File: src/rtl/mmap_job_sequencer_pkg.sv
// Shared definitions for the memory-mapped job sequencer.
// - Control word bit positions (START/BUSY/DONE/ERROR).
// - Status words written back to the control word.
// - FSM state encoding.
package mmap_seq_pkg;

  localparam int CTRL_START_BIT = 0;
  localparam int CTRL_BUSY_BIT  = 1;
  localparam int CTRL_DONE_BIT  = 2;
  localparam int CTRL_ERR_BIT   = 3;

  // Only one status bit is ever set at a time; the upper bits are always zero.
  localparam logic [31:0] CTRL_BUSY_WORD = 32'(1) << CTRL_BUSY_BIT;
  localparam logic [31:0] CTRL_DONE_WORD = 32'(1) << CTRL_DONE_BIT;
  localparam logic [31:0] CTRL_ERR_WORD  = 32'(1) << CTRL_ERR_BIT;

  typedef enum logic [2:0] {
    ST_IDLE,
    ST_POLL,
    ST_CHECK,
    ST_LOAD,
    ST_CLR,
    ST_LAUNCH,
    ST_RUN,
    ST_STATUS
  } seq_state_t;

endpackage

File: src/rtl/mmap_job_sequencer_if.sv
// Bus bundle between the sequencer, the dual-port memory window and the
// conv2d engine.
//   o_addr0 / i_data              : port A read address / read data
//   o_addr1 / o_we / o_data       : port B full-word write
//   o_cfg                         : configuration words (word k at [k*DW +: DW])
//   o_start / i_done              : engine launch / completion handshake
//   o_busy / o_irq / o_error      : job status toward the host
// master = sequencer side, slave = memory/engine/host side.
interface mmap_job_sequencer_if #(
  parameter int ADDR_WIDTH = 10,
  parameter int DATA_WIDTH = 32,
  parameter int N_CFG      = 7
);
  logic [ADDR_WIDTH-1:0]       o_addr0;
  logic [DATA_WIDTH-1:0]       i_data;
  logic [ADDR_WIDTH-1:0]       o_addr1;
  logic                        o_we;
  logic [DATA_WIDTH-1:0]       o_data;
  logic [N_CFG*DATA_WIDTH-1:0] o_cfg;
  logic                        o_start;
  logic                        i_done;
  logic                        o_busy;
  logic                        o_irq;
  logic                        o_error;

  modport master (
    output o_addr0, o_addr1, o_we, o_data, o_cfg, o_start, o_busy, o_irq, o_error,
    input  i_data, i_done
  );

  modport slave (
    input  o_addr0, o_addr1, o_we, o_data, o_cfg, o_start, o_busy, o_irq, o_error,
    output i_data, i_done
  );
endinterface

File: src/rtl/mmap_job_sequencer_watchdog.sv
// seq_watchdog: saturating up-counter used as the RUN timeout.
//   clk, rst : clock, asynchronous active-high reset
//   clr      : synchronous clear to zero (wins over en)
//   en       : count one per cycle while high; holds at all-ones
//   limit    : run-time loaded expiry threshold
//   expired  : count has reached limit
module seq_watchdog #(
  parameter int CNT_W = 16
) (
  input  logic             clk,
  input  logic             rst,
  input  logic             clr,
  input  logic             en,
  input  logic [CNT_W-1:0] limit,
  output logic             expired
);
  logic [CNT_W-1:0] count;

  always_ff @(posedge clk or posedge rst) begin
    if (rst) begin
      count <= '0;
    end else if (clr) begin
      count <= '0;
    end else if (en && (count != '1)) begin
      count <= count + 1'b1;
    end
  end

  assign expired = (count >= limit);
endmodule

File: src/rtl/mmap_job_sequencer.sv
// mmap_job_sequencer: runs one conv2d job through the shared dual-port memory.
// Polls the control word over port A; on START it loads N_CFG config words,
// marks the job BUSY over port B, launches the engine, and writes DONE or
// ERROR (timeout) back to the control word with a one-cycle irq.
//   i_clk, i_rst : clock, asynchronous active-high reset
//   bus          : memory ports A/B, config words, engine handshake, status
module mmap_job_sequencer
  import mmap_seq_pkg::*;
#(
  parameter int ADDR_WIDTH     = 10,
  parameter int DATA_WIDTH     = 32,
  parameter int CTRL_ADDR      = 0,
  parameter int N_CFG          = 7,
  parameter int POLL_GAP       = 4,
  parameter int TIMEOUT_CYCLES = 65535
) (
  input logic                  i_clk,
  input logic                  i_rst,
  mmap_job_sequencer_if.master bus
);
  localparam logic [ADDR_WIDTH-1:0] CTRL_A   = ADDR_WIDTH'(CTRL_ADDR);
  localparam logic [15:0]           WD_LIMIT = 16'(TIMEOUT_CYCLES - 1);

  seq_state_t  state;
  logic [15:0] cnt;
  logic        wd_expired;

  // Timeout counter is zeroed during LAUNCH so RUN cycle j sees count j.
  seq_watchdog #(.CNT_W(16)) u_watchdog (
    .clk     (i_clk),
    .rst     (i_rst),
    .clr     (state == ST_LAUNCH),
    .en      (state == ST_RUN),
    .limit   (WD_LIMIT),
    .expired (wd_expired)
  );

  always_ff @(posedge i_clk or posedge i_rst) begin
    if (i_rst) begin
      state       <= ST_IDLE;
      cnt         <= '0;
      bus.o_addr0 <= CTRL_A;
      bus.o_addr1 <= CTRL_A;
      bus.o_we    <= 1'b0;
      bus.o_data  <= '0;
      bus.o_cfg   <= '0;
      bus.o_start <= 1'b0;
      bus.o_busy  <= 1'b0;
      bus.o_irq   <= 1'b0;
      bus.o_error <= 1'b0;
    end else begin
      bus.o_we    <= 1'b0;
      bus.o_start <= 1'b0;
      bus.o_irq   <= 1'b0;
      case (state)
        ST_IDLE: begin
          bus.o_addr0 <= CTRL_A;
          if (cnt == 16'(POLL_GAP - 1)) begin
            cnt   <= '0;
            state <= ST_POLL;
          end else begin
            cnt <= cnt + 16'd1;
          end
        end
        ST_POLL: state <= ST_CHECK;
        ST_CHECK: begin
          cnt <= '0;
          // BUSY left over from an interrupted job is deliberately ignored.
          if (bus.i_data[CTRL_START_BIT]) begin
            bus.o_busy  <= 1'b1;
            bus.o_error <= 1'b0;
            state       <= ST_LOAD;
          end else begin
            state <= ST_IDLE;
          end
        end
        ST_LOAD: begin
          // Address issued in cycle k reaches i_data in cycle k+2
          // (address register + memory read register).
          if (cnt < 16'(N_CFG)) begin
            bus.o_addr0 <= CTRL_A + ADDR_WIDTH'(cnt) + ADDR_WIDTH'(1);
          end else begin
            bus.o_addr0 <= CTRL_A;
          end
          for (int k = 0; k < N_CFG; k++) begin
            if (cnt == 16'(k + 2)) begin
              bus.o_cfg[k*DATA_WIDTH +: DATA_WIDTH] <= bus.i_data;
            end
          end
          if (cnt == 16'(N_CFG + 1)) begin
            cnt         <= '0;
            bus.o_we    <= 1'b1;
            bus.o_addr1 <= CTRL_A;
            bus.o_data  <= DATA_WIDTH'(CTRL_BUSY_WORD);
            state       <= ST_CLR;
          end else begin
            cnt <= cnt + 16'd1;
          end
        end
        ST_CLR: begin
          bus.o_start <= 1'b1;
          state       <= ST_LAUNCH;
        end
        ST_LAUNCH: state <= ST_RUN;
        ST_RUN: begin
          // Completion wins if done arrives in the same cycle the timer expires.
          if (bus.i_done) begin
            bus.o_we    <= 1'b1;
            bus.o_irq   <= 1'b1;
            bus.o_addr1 <= CTRL_A;
            bus.o_data  <= DATA_WIDTH'(CTRL_DONE_WORD);
            state       <= ST_STATUS;
          end else if (wd_expired) begin
            bus.o_we    <= 1'b1;
            bus.o_irq   <= 1'b1;
            bus.o_error <= 1'b1;
            bus.o_addr1 <= CTRL_A;
            bus.o_data  <= DATA_WIDTH'(CTRL_ERR_WORD);
            state       <= ST_STATUS;
          end
        end
        ST_STATUS: begin
          bus.o_busy <= 1'b0;
          cnt        <= '0;
          state      <= ST_IDLE;
        end
        default: state <= ST_IDLE;
      endcase
    end
  end
endmodule

File: src/flat_wrapper.sv
// flat-port wrapper written by rule: the top's interface ports become plain ports
module mmap_job_sequencer_flat import mmap_seq_pkg::*;
#(
  parameter int ADDR_WIDTH     = 10,
  parameter int DATA_WIDTH     = 32,
  parameter int CTRL_ADDR      = 0,
  parameter int N_CFG          = 7,
  parameter int POLL_GAP       = 4,
  parameter int TIMEOUT_CYCLES = 65535
)
  (i_clk, i_rst, bus_o_addr0, bus_o_addr1, bus_o_we, bus_o_data, bus_o_cfg, bus_o_start, bus_o_busy, bus_o_irq, bus_o_error, bus_i_data, bus_i_done);
  mmap_job_sequencer_if #(.ADDR_WIDTH(ADDR_WIDTH), .DATA_WIDTH(DATA_WIDTH), .N_CFG(N_CFG)) bus_i ();
  input logic i_clk;
  input logic i_rst;
  output wire logic [$bits(bus_i.o_addr0)-1:0] bus_o_addr0;
  output wire logic [$bits(bus_i.o_addr1)-1:0] bus_o_addr1;
  output wire logic [$bits(bus_i.o_we)-1:0] bus_o_we;
  output wire logic [$bits(bus_i.o_data)-1:0] bus_o_data;
  output wire logic [$bits(bus_i.o_cfg)-1:0] bus_o_cfg;
  output wire logic [$bits(bus_i.o_start)-1:0] bus_o_start;
  output wire logic [$bits(bus_i.o_busy)-1:0] bus_o_busy;
  output wire logic [$bits(bus_i.o_irq)-1:0] bus_o_irq;
  output wire logic [$bits(bus_i.o_error)-1:0] bus_o_error;
  input wire logic [$bits(bus_i.i_data)-1:0] bus_i_data;
  input wire logic [$bits(bus_i.i_done)-1:0] bus_i_done;
  assign bus_o_addr0 = bus_i.o_addr0;
  assign bus_o_addr1 = bus_i.o_addr1;
  assign bus_o_we = bus_i.o_we;
  assign bus_o_data = bus_i.o_data;
  assign bus_o_cfg = bus_i.o_cfg;
  assign bus_o_start = bus_i.o_start;
  assign bus_o_busy = bus_i.o_busy;
  assign bus_o_irq = bus_i.o_irq;
  assign bus_o_error = bus_i.o_error;
  assign bus_i.i_data = bus_i_data;
  assign bus_i.i_done = bus_i_done;
  mmap_job_sequencer #(.ADDR_WIDTH(ADDR_WIDTH), .DATA_WIDTH(DATA_WIDTH), .CTRL_ADDR(CTRL_ADDR), .N_CFG(N_CFG), .POLL_GAP(POLL_GAP), .TIMEOUT_CYCLES(TIMEOUT_CYCLES)) u_core (.i_clk(i_clk), .i_rst(i_rst), .bus(bus_i));
endmodule
File: config.mk
export PLATFORM = sky130hd
export DESIGN_NAME = mmap_job_sequencer_flat
export DESIGN_NICKNAME = d
export VERILOG_FILES = /design/src/rtl/mmap_job_sequencer_pkg.sv /design/src/rtl/mmap_job_sequencer_if.sv /design/src/rtl/mmap_job_sequencer_watchdog.sv /design/src/rtl/mmap_job_sequencer.sv /design/src/flat_wrapper.sv
export SDC_FILE = /design/constraint.sdc
export NUM_CORES = 1
export LEC_CHECK = 0
export ABC_CLOCK_PERIOD_IN_PS = 17000
export BUFFER_PORTS_ARGS = -buffer_cell sky130_fd_sc_hd__buf_2
export CORE_AREA = 2 2 151 153
export DETAILED_ROUTE_END_ITERATION = 10
export DIE_AREA = 0 0 153 155
export PLACE_DENSITY = 0.91
export SETUP_SLACK_MARGIN = 0.1
export SLEW_MARGIN = 20
export SYNTH_ARGS = -nofsm -noshare
export SYNTH_HDL_FRONTEND = slang
export SYNTH_SLANG_ARGS = --single-unit
File: constraint.sdc
create_clock -name i_clk -period 17 [get_ports i_clk]
set_input_delay 1.7 -clock i_clk [delete_from_list [all_inputs] [get_ports i_clk]]
set_output_delay 1.7 -clock i_clk [all_outputs]
set_load 0.03 [all_outputs]
==> flow_metrics.tcl, run 1 <==
set metrics [dict create \
    status "completed" \
    synth_compound_area_share_pct 2.30 \
    p_clk_share_pct 23.3 \
    worstPathMaxFanout 20 \
    multi_input_comb_area_um2 4500 \
    grt_pass1_vias 7648 \
    numPortBuffers 276 \
    synth_fa_ha_area_share_pct 0.624 \
    cts_sinks 277 \
    ys_ff_latch 277 \
    final_core_util_pct 63.9 \
    fin_crit_sh_pct 20.4 \
    grt_usage_pct 23.3 \
    period_needed_ns 3.47 \
    yosys_warnings 0 \
    ctsResizeCount 0 \
    setup_viol 0 \
    p_per_area_nw_per_um2 187 \
    synthSimpleGateAreaFrac_pct 6.71 \
    post-cts-setup-buffer-count 0 \
    intPower_mw 1.61 \
    ys.flop_type "dfrtp_1" \
    viasPerCell 5.38 \
    fin_nets 1116 \
    ys_types 57 \
    ant_nets 0 \
    cts_root_buf "clkbuf_16" \
    wirelength_um 28200 \
    irDropWorstVdd_uv 103 \
    hold_buffers 0 \
    synth-xor-area-share_pct 1.46 \
    p_total_mw 2.66 \
    clock_path_buffers 3 \
    synthesis.instances 802 \
    sw_frac_of_total_pct 39.4 \
    syn_avg_cell_area_um2 15.0 \
    drive_gt1_share_pct 51.4 \
    crit_path_start_kind "flop" \
    cap_viol_max_count 0 \
    grt_pass1_wl_um 44000 \
    grt_overflow 0 \
    firstDrtPassIters 5 \
    yosysSeqAreaShare_pct 57.6 \
    cp.arrival_ns 3.89 \
    fin_worst_skew_ns 0.0138 \
    drc 0 \
    max-slew-margin-rel_pct 23.4 \
    syn-cell-area_um2 12000 \
    place.gp.congestion 0.845 \
    num_antenna_cells 0 \
    grt_max_degree 151 \
    boundaryPins 316 \
    cp_data_required_time_ns 17.42 \
    synth_mux_area_share_pct 25.0 \
    h-tree-depth 1 \
    max_freq_mhz 288 \
    hold_path_class "flop to flop" \
    synth_top_family_by_area "multiplexers" \
    rsz0062_at_grt "false" \
    initial_core_util_pct 54.1 \
    switchingPower_mw 1.05 \
    clkTransAtPathRegs_ns 0.06 \
    setup_tns_ns 0 \
    dp_hpwl_um 18700 \
    core.rowCount 55 \
    path_class "flop to flop" \
    drt-initial-drc-count 390 \
    clock_latency_ns 0.54 \
    layout_commonest_cell "dfrtp_1" \
    p_comb_share_pct 39.1 \
    antenna_found_initial 0 \
    cts_made_buffers 29 \
    die_h_um 155 \
    cts_tree "built" \
    via_count 7420 \
    slew_viol_final 0 \
    async_reset_ff_share_pct 100 \
    p_leak_nw 7.60 \
    die_x_um 153 \
    core_area_um2 22200 \
    area_delta_synth_final_pct 18.1 \
    final_cell_mix "dfrtp_1, buf_2, mux2_4, mux2_2, conb_1" \
    seqPwrFrac_pct 37.6 \
    tightest_slew_ns 1.14 \
    worstSetupEndpointType "flop" \
    synth_edf_count 0 \
    fill_cells 1589 \
    wl_per_cell_um 20.4 \
    hold_viol 0 \
    dieArea_um2 23700 \
    regArea_um2 6930 \
]
-- cells in the mapped netlist (3+ instances only) --
cell type | instances | area, µm²
mux2_4 | 120 | 1800
nand3_1 | 13 | 65.1
mux2i_1 | 3 | 30.0
inv_1 | 8 | 30.0
xnor2_1 | 15 | 131
buf_12 | 12 | 240
buf_4 | 40 | 300
nor2_1 | 30 | 113
or3_1 | 3 | 18.8
and2_1 | 9 | 56.3
mux2_1 | 5 | 56.3
buf_2 | 4 | 20.0
nor3_1 | 9 | 45.0
and3_1 | 8 | 50.1
nor4_1 | 6 | 37.5
dfrtp_1 | 277 | 6930
and3b_1 | 3 | 26.3
nor3b_1 | 3 | 22.5
buf_6 | 11 | 124
clkbuf_1 | 10 | 37.5
mux2_2 | 99 | 1110
xor2_1 | 5 | 43.8
nand2_1 | 30 | 113
a21oi_1 | 5 | 25.0
nor2b_1 | 5 | 31.3
nand4_1 | 8 | 50.1
ha_1 | 6 | 75.1
o21ai_0 | 13 | 65.1
a21o_1 | 5 | 37.5
-- power by group through the flow --
stage	Combinational (mW)	Sequential [mW]	Clock, mW
2_1_floorplan	0.356	1.38	0
3_3_place_gp	1.01	0.989	0
3_5_place_dp	1.04	1.00	0
4_1_cts	1.05	0.996	0.630
5_1_grt	1.09	1.02	0.660
6_report	1.04	0.998	0.620
-- area by class of cell --
cell class | count | share of cell area [%]
Inverter | 8 | 0.300
Tap cell | 285 | 2.51
Clock inverter | 9 | 0.625
Multi-Input combinational cell | 478 | 31.7
Sequential cell | 277 | 48.8
Clock buffer | 42 | 6.09
Timing Repair Buffer | 281 | 9.99
-- path summary, 6_finish.rpt --
kind	depth (start not counted)	to	slack [ns]	start
min reg2reg	1	u_core.bus.o_addr0[9]	0.48	u_core.bus.o_addr0[9]
min in group asynchronous	2	u_core.bus.o_cfg[164]	1.29	i_rst
max in group asynchronous	4	u_core.bus.o_cfg[111]	13.60	i_rst
max	5	u_core.bus.o_cfg[49]	13.53	u_core.cnt[9]
min	1	u_core.bus.o_addr0[9]	0.48	u_core.bus.o_addr0[9]
max reg2reg	5	u_core.bus.o_cfg[49]	13.53	u_core.cnt[9]
-- critical path, cell delays in order (launching register included) --
cell and delay, ns:
dfrtp_1 0.44, or4_1 0.59, or3_4 0.41, nor4_4 0.98, buf_4 0.52, mux2_2 0.39
-- routing by layer --
| layer | track usage, % | part of all wire [%] | up-vias |
|---|---|---|---|
| li1 | - | - | 3287 |
| met1 | 30.7 | 42 | 3769 |
| met2 | 40.5 | 50 | 319 |
| met3 | 3.90 | 6.0 | 45 |
| met4 | 5.82 | 2.0 | 0 |
| met5 | 0 | 0 | - |
-- cells by family (layout without fill, tap and decap cells) --
logic type / count (synthesis) / in the layout
DFF: 277 / 277
muxes: 227 / 227
other: 1 / 39
adders and majority gates: 6 / 6
xor gates and xnor gates: 20 / 20
buffers and inverters: 85 / 340
AOI/OAI and AO/OA: 41 / 41
and+or+nand+nor: 145 / 145
-- per-stage QoR --
stage                     area (µm²)  hold WS (ns)  cells  setup slack (ns)
final                          14200         0.478   1380             13.53
after global routing           14200         0.494   1380             13.13
after CTS                      14200         0.484   1380             13.30
after detailed placement       13200         0.470   1329             12.73
after global placement         13200         0.459   1329             12.83
after floorplan                12200         0.500    840              7.66
-- sequential cells by signal, summed over array words and instances (netlist names) --
signal,flops
u_core.cnt,16
u_core.state,3
u_core.bus.o_error,1
u_core.bus.o_start,1
u_core.bus.o_irq,1
u_core.bus.o_we,1
u_core.bus.o_cfg,224
u_core.bus.o_busy,1
u_core.bus.o_data,3
u_core.bus.o_addr0,10
u_core.u_watchdog.count,16
(Power assumes the default switching activity.)
==> inputs of run 2 (changes only) <==
--- a/config.mk
+++ b/config.mk
@@ -5,12 +5,12 @@
 export SDC_FILE = /design/constraint.sdc
 export NUM_CORES = 1
 export LEC_CHECK = 0
-export ABC_CLOCK_PERIOD_IN_PS = 17000
+export ABC_CLOCK_PERIOD_IN_PS = 3100
 export BUFFER_PORTS_ARGS = -buffer_cell sky130_fd_sc_hd__buf_2
-export CORE_AREA = 2 2 151 153
+export CORE_AREA = 2 2 162 164
 export DETAILED_ROUTE_END_ITERATION = 10
-export DIE_AREA = 0 0 153 155
-export PLACE_DENSITY = 0.91
+export DIE_AREA = 0 0 164 166
+export PLACE_DENSITY = 0.85
 export SETUP_SLACK_MARGIN = 0.1
 export SLEW_MARGIN = 20
 export SYNTH_ARGS = -nofsm -noshare
==> constraint.sdc (replaced) <==
create_clock -name i_clk -period 3.1 [get_ports i_clk]
set_input_delay 0.31 -clock i_clk [delete_from_list [all_inputs] [get_ports i_clk]]
set_output_delay 0.31 -clock i_clk [all_outputs]
set_load 0.03 [all_outputs]
==> flow_metrics.tcl, run 2 (synthesis gave the netlist of run 1 again) <==
set metrics [dict create \
    status "completed" \
    cts_made_buffers 29 \
    fin_crit_sh_pct 86.3 \
    cap_viol_max_count 0 \
    cp_slowest_cell "or4_4" \
    crit_path_max_incr_delay_ns 0.57 \
    core.rowCount 59 \
    post-cts-setup-buffer-count 0 \
    p_clk_share_pct 24.0 \
    firstDrtPassIters 4 \
    p_leak_nw 7.73 \
    fin_nets 1135 \
    pre_cts_ws_ns 0.436 \
    cts_sinks 277 \
    grt_overflow 0 \
    path_buf_inv 1 \
    boundaryPins 316 \
    cp.arrival_ns 3.11 \
    slew_viol_final 0 \
    clkTransAtPathRegs_ns 0.06 \
    max_freq_mhz 374 \
    wl_per_cell_um 19.2 \
    dp_hpwl_um 19300 \
    largest_reg_flops 224 \
    clock_path_buffers 3 \
    grt_pass1_vias 7534 \
    period_needed_ns 2.67 \
    grt_max_degree 86 \
    worstSetupEndpointType "flop" \
    rsz0062_at_grt "false" \
    reg_top3 "u_core.bus.o_cfg x224, u_core.cnt x16, u_core.u_watchdog.count x16" \
    path_class "flop to flop" \
    largest-register "u_core.bus.o_cfg" \
    area_delta_synth_final_pct 21.1 \
    seqPwrFrac_pct 36.9 \
    viasPerCell 5.13 \
    ctsResizeCount 0 \
    p_comb_share_pct 39.0 \
    setup_slack_ns 0.426 \
    ant_nets 0 \
    place.gp.congestion 0.836 \
    irDropWorstVdd_uv 661 \
    path_cells "or4_4, or3_4, nor3_4, and3_2, buf_4, mux2_4" \
    clock_latency_ns 0.55 \
    crit_path_start_kind "flop" \
    wirelength_um 27900 \
    p_per_area_nw_per_um2 1010 \
    fin_worst_skew_ns 0.0108 \
    grt_pass1_wl_um 43200 \
    max-slew-margin-rel_pct 40.3 \
    antenna_found_initial 1 \
    numPortBuffers 276 \
    hold_viol 0 \
    dieArea_um2 27200 \
    h-tree-depth 1 \
    sw_frac_of_total_pct 39.1 \
    drive_gt1_share_pct 52.2 \
    drt-initial-drc-count 648 \
    switchingPower_mw 5.77 \
    p_total_mw 14.7 \
    cts_root_buf "clkbuf_16" \
    path_delay_family "simple AND/OR/NAND/NOR gates" \
    via_count 7451 \
    hold_path_class "primary input to flop" \
    initial_core_util_pct 46.9 \
    grt_usage_pct 20.0 \
    core_area_um2 25600 \
    drc 0 \
    setup_viol 0 \
    die_x_um 164 \
    tightest_slew_ns 0.887 \
    cp_data_required_time_ns 3.53 \
    die_h_um 166 \
    placed_area_um2 13600 \
    final_cell_area_um2 14600 \
    final_cell_mix "dfrtp_1, buf_2, mux2_4, mux2_2, conb_1" \
    intPower_mw 8.97 \
    worstPathMaxFanout 13 \
    cts_tree "built" \
    num_antenna_cells 0 \
    layout_commonest_cell "dfrtp_1" \
]
run 2: power groups by stage:
stage | Clock [mW] | Sequential (mW) | Combinational [mW]
2_1_floorplan | 0 | 7.55 | 1.95
3_3_place_gp | 0 | 5.40 | 5.65
3_5_place_dp | 0 | 5.47 | 5.77
4_1_cts | 3.63 | 5.44 | 5.80
5_1_grt | 3.79 | 5.59 | 6.04
6_report | 3.54 | 5.44 | 5.75
run 2: layout make-up:
cell class                 instances  area [µm²]
clock inverter                    11         128
fill                            1968       11100
multi-input combinational        478        4490
inverter                           8        33.8
tap                              335         419
sequential                       277        6930
timing repair buffer             300        1690
clock buffer                      43         868
run 2: worst paths after layout:
path	startpoint	to	slack (ns)	depth (start not counted)
min in group asynchronous	i_rst	u_core.bus.o_cfg[219]	0.44	3
max reg2reg	u_core.cnt[4]	u_core.bus.o_cfg[130]	0.43	6
max	u_core.cnt[4]	u_core.bus.o_cfg[130]	0.43	6
max in group asynchronous	i_rst	u_core.bus.o_cfg[12]	1.82	4
min reg2reg	u_core.bus.o_addr0[1]	u_core.bus.o_addr0[1]	0.48	2
min	bus_i_done	u_core.bus.o_data[3]	0.02	2
run 2: per-layer routing:
layer | track usage (%) | vias up | part of all wire [%]
met5 | 0 | - | 0
met4 | 5.53 | 0 | 2.2
met3 | 4.42 | 43 | 7.4
met2 | 32.5 | 320 | 48
met1 | 27.1 | 3759 | 43
li1 | - | 3329 | -
run 2: per-stage QoR:
stage | TNS [ns] | hold WS, ns | utilization [%] | cells
6_report | 0 | 0.0242 | 56.8 | 1452
2_1_floorplan | -242.47 | 0.417 | - | 840
5_1_grt | 0 | 0.0360 | 56.8 | 1452
3_3_place_gp | 0 | 0.447 | 52.9 | 1397
4_1_cts | 0 | 0.00385 | 56.8 | 1452
3_5_place_dp | 0 | 0.447 | 52.9 | 1397
run 2: repair_timing:
action / CTS / global route
hold buffers: 1 / 0
endpoints found under the hold margin: 22 / 0
endpoints found under the setup margin: 0 / 0
==> inputs of run 3 (changes only) <==
--- a/config.mk
+++ b/config.mk
@@ -5,12 +5,13 @@
 export SDC_FILE = /design/constraint.sdc
 export NUM_CORES = 1
 export LEC_CHECK = 0
+export ABC_AREA = 1
 export ABC_CLOCK_PERIOD_IN_PS = 3100
 export BUFFER_PORTS_ARGS = -buffer_cell sky130_fd_sc_hd__buf_2
-export CORE_AREA = 2 2 162 164
+export CORE_AREA = 2 2 158 160
 export DETAILED_ROUTE_END_ITERATION = 10
-export DIE_AREA = 0 0 164 166
-export PLACE_DENSITY = 0.85
+export DIE_AREA = 0 0 160 162
+export PLACE_DENSITY = 0.84
 export SETUP_SLACK_MARGIN = 0.1
 export SLEW_MARGIN = 20
 export SYNTH_ARGS = -nofsm -noshare
==> flow_metrics.tcl, run 3 <==
set metrics [dict create \
    num_antenna_cells 0 \
    path_cells "nor2_1, nand2_1, nor2_2, nand4_4, buf_4, nand2_1, o21ai_0" \
    status "completed" \
    ant_nets 0 \
    cts_made_buffers 28 \
    fill_cells 2079 \
    crit_path_start_kind "flop" \
    drive_gt1_share_pct 24.1 \
    grt_usage_pct 22.3 \
    multi_input_comb_area_um2 3610 \
    cp_slowest_cell "nor2_2" \
    cpMostUsedCell "nand2_1" \
    p_leak_nw 7.15 \
    dp_hpwl_um 20300 \
    hold_path_class "primary input to flop" \
    slew_viol_final 0 \
    wl_per_cell_um 16.4 \
    largest_reg_flops 224 \
    numPortBuffers 276 \
    p_clk_share_pct 21.0 \
    hold_viol 0 \
    path_class "flop to flop" \
    core_area_um2 24100 \
    h-tree-depth 1 \
    cp.arrival_ns 2.73 \
    regArea_um2 6930 \
    yosys_warnings 0 \
    hp-start "bus_i_done" \
    intPower_mw 8.95 \
    path_delay_family "simple AND/OR/NAND/NOR gates" \
    dieArea_um2 25900 \
    async_reset_ff_share_pct 100 \
    cp_data_required_time_ns 3.48 \
    area_delta_synth_final_pct 22.8 \
    largest-register "u_core.bus.o_cfg" \
    initial_core_util_pct 46.5 \
    period_needed_ns 2.35 \
    syn-cell-area_um2 11200 \
    p_total_mw 16.2 \
    p_per_area_nw_per_um2 1180 \
    via_count 9172 \
    netlist_top_cells_count "nand2_1, dfrtp_1, o21ai_0, inv_1, nor2_1" \
    grt_pass1_vias 8812 \
    synth_top_area_share_pct 61.8 \
    drt-initial-drc-count 793 \
    rsz0062_at_grt "false" \
    layout_commonest_cell "nand2_1" \
    fin_worst_skew_ns 0.0181 \
    cts_tree "built" \
    grt_pass1_wl_um 46400 \
    seqPwrFrac_pct 37.3 \
    clock_latency_ns 0.53 \
    max-slew-margin-rel_pct 56.4 \
    ys.flop_type "dfrtp_1" \
    fin_crit_sh_pct 75.9 \
    irDropWorstVdd_uv 812 \
    rr_startpoint "u_core.cnt[8]" \
    grt_overflow 0 \
    path_buf_inv 1 \
    core.rowCount 57 \
    yosysSeqAreaShare_pct 61.8 \
    ys_types 30 \
    synth_area_leader_cell "dfrtp_1" \
    ctsResizeCount 0 \
    max_freq_mhz 425 \
    drc 0 \
    setup_tns_ns 0 \
    place.gp.congestion 0.839 \
    setup_viol 0 \
    synthTopCellsByArea "dfrtp_1, nand2_1, o21ai_0, inv_1, buf_4" \
    setup_slack_ns 0.747 \
    pre_cts_ws_ns 0.797 \
    firstDrtPassIters 5 \
    reg_top3 "u_core.bus.o_cfg x224, u_core.cnt x16, u_core.u_watchdog.count x16" \
    die_x_um 160 \
    cts_root_buf "clkbuf_16" \
    cap_viol_max_count 0 \
    wirelength_um 29500 \
    die_h_um 162 \
    worstPathMaxFanout 44 \
    cts_sinks 277 \
    switchingPower_mw 7.24 \
    grt_max_degree 90 \
    timing.hold.ws_ns 0.0852 \
    viasPerCell 5.09 \
    fin_nets 1502 \
    synthesis.instances 1185 \
    p_comb_share_pct 41.8 \
    tightest_slew_ns 0.653 \
    ys_ff_latch 277 \
    clkTransAtPathRegs_ns 0.06 \
    startpoint "u_core.cnt[8]" \
    crit_path_max_incr_delay_ns 0.51 \
    sw_frac_of_total_pct 44.7 \
    boundaryPins 316 \
    final_core_util_pct 57.1 \
    final_cell_mix "nand2_1, dfrtp_1, buf_2, o21ai_0, inv_1" \
    syn_avg_cell_area_um2 9.46 \
    synth_edf_count 0 \
    worstSetupEndpointType "flop" \
    clock_path_buffers 3 \
    synth_most_common_cell "nand2_1" \
    antenna_found_initial 0 \
]
==> run 3: final cells by class <==
class	count	area share, %
clock buffers	39	5.83
clock inverters	9	0.899
inverters	83	2.29
multi-input cells	777	26.2
flip-flops and latches	277	50.3
well taps	324	2.94
repair buffers	294	11.5
==> run 3: logic make-up after synthesis <==
group                    share of synthesized area [%]
XOR/XNOR                                          1.02
AND/OR/NAND/NOR                                   17.4
adder cells (fa/ha/maj)                          0.669
AO/OA/AOI/OAI                                     11.8
other                                           0.0334
flip-flops                                        61.8
buffers and inverters                             7.24
==> run 3: power by group through the flow <==
stage	registers, mW	clock network, mW	logic (mW)
after CTS	6.02	3.47	6.82
final	6.04	3.40	6.76
after detailed placement	6.03	0	6.81
after global placement	6.01	0	6.63
after floorplan	8.89	0	1.72
after global routing	6.21	3.60	7.29
==> run 3: layer usage <==
layer	GRT usage, %	part of all wire, %	vias to the layer above
met2	38.2	48	435
met4	6.67	2.3	0
met3	4.39	7.7	52
met1	29.1	42	4384
met5	0	0	-
li1	-	-	4301
==> run 3: per-stage QoR <==
step / cell area [µm²] / cells
detailed placement: 12800 / 1754
global route: 13800 / 1803
global placement: 12800 / 1754
CTS: 13800 / 1803
floorplan: 11400 / 1223
finish: 13800 / 1803
==> run 3: worst paths after layout <==
path	endpoint	slack, ns	cells after the start
worst min register to register	u_core.bus.o_cfg[36]	0.48	2
worst max-delay path	u_core.bus.o_cfg[44]	0.75	7
max in group asynchronous	u_core.bus.o_data[2]	1.68	5
worst max register to register	u_core.bus.o_cfg[44]	0.75	7
worst min-delay path	u_core.bus.o_irq	0.09	3
min in group asynchronous	u_core.bus.o_cfg[25]	0.37	3
==> run 3: repair_timing <==
action,4_1_cts,5_1_grt
hold buffers,1,0
endpoints found under the hold margin,19,0
endpoints found under the setup margin,0,0
buffers inserted,0,0
==> run 3: worst min-delay path: stages <==
cell	delay, ns
buf_2	0.11
nand2_1	0.08
nand2_1	0.08
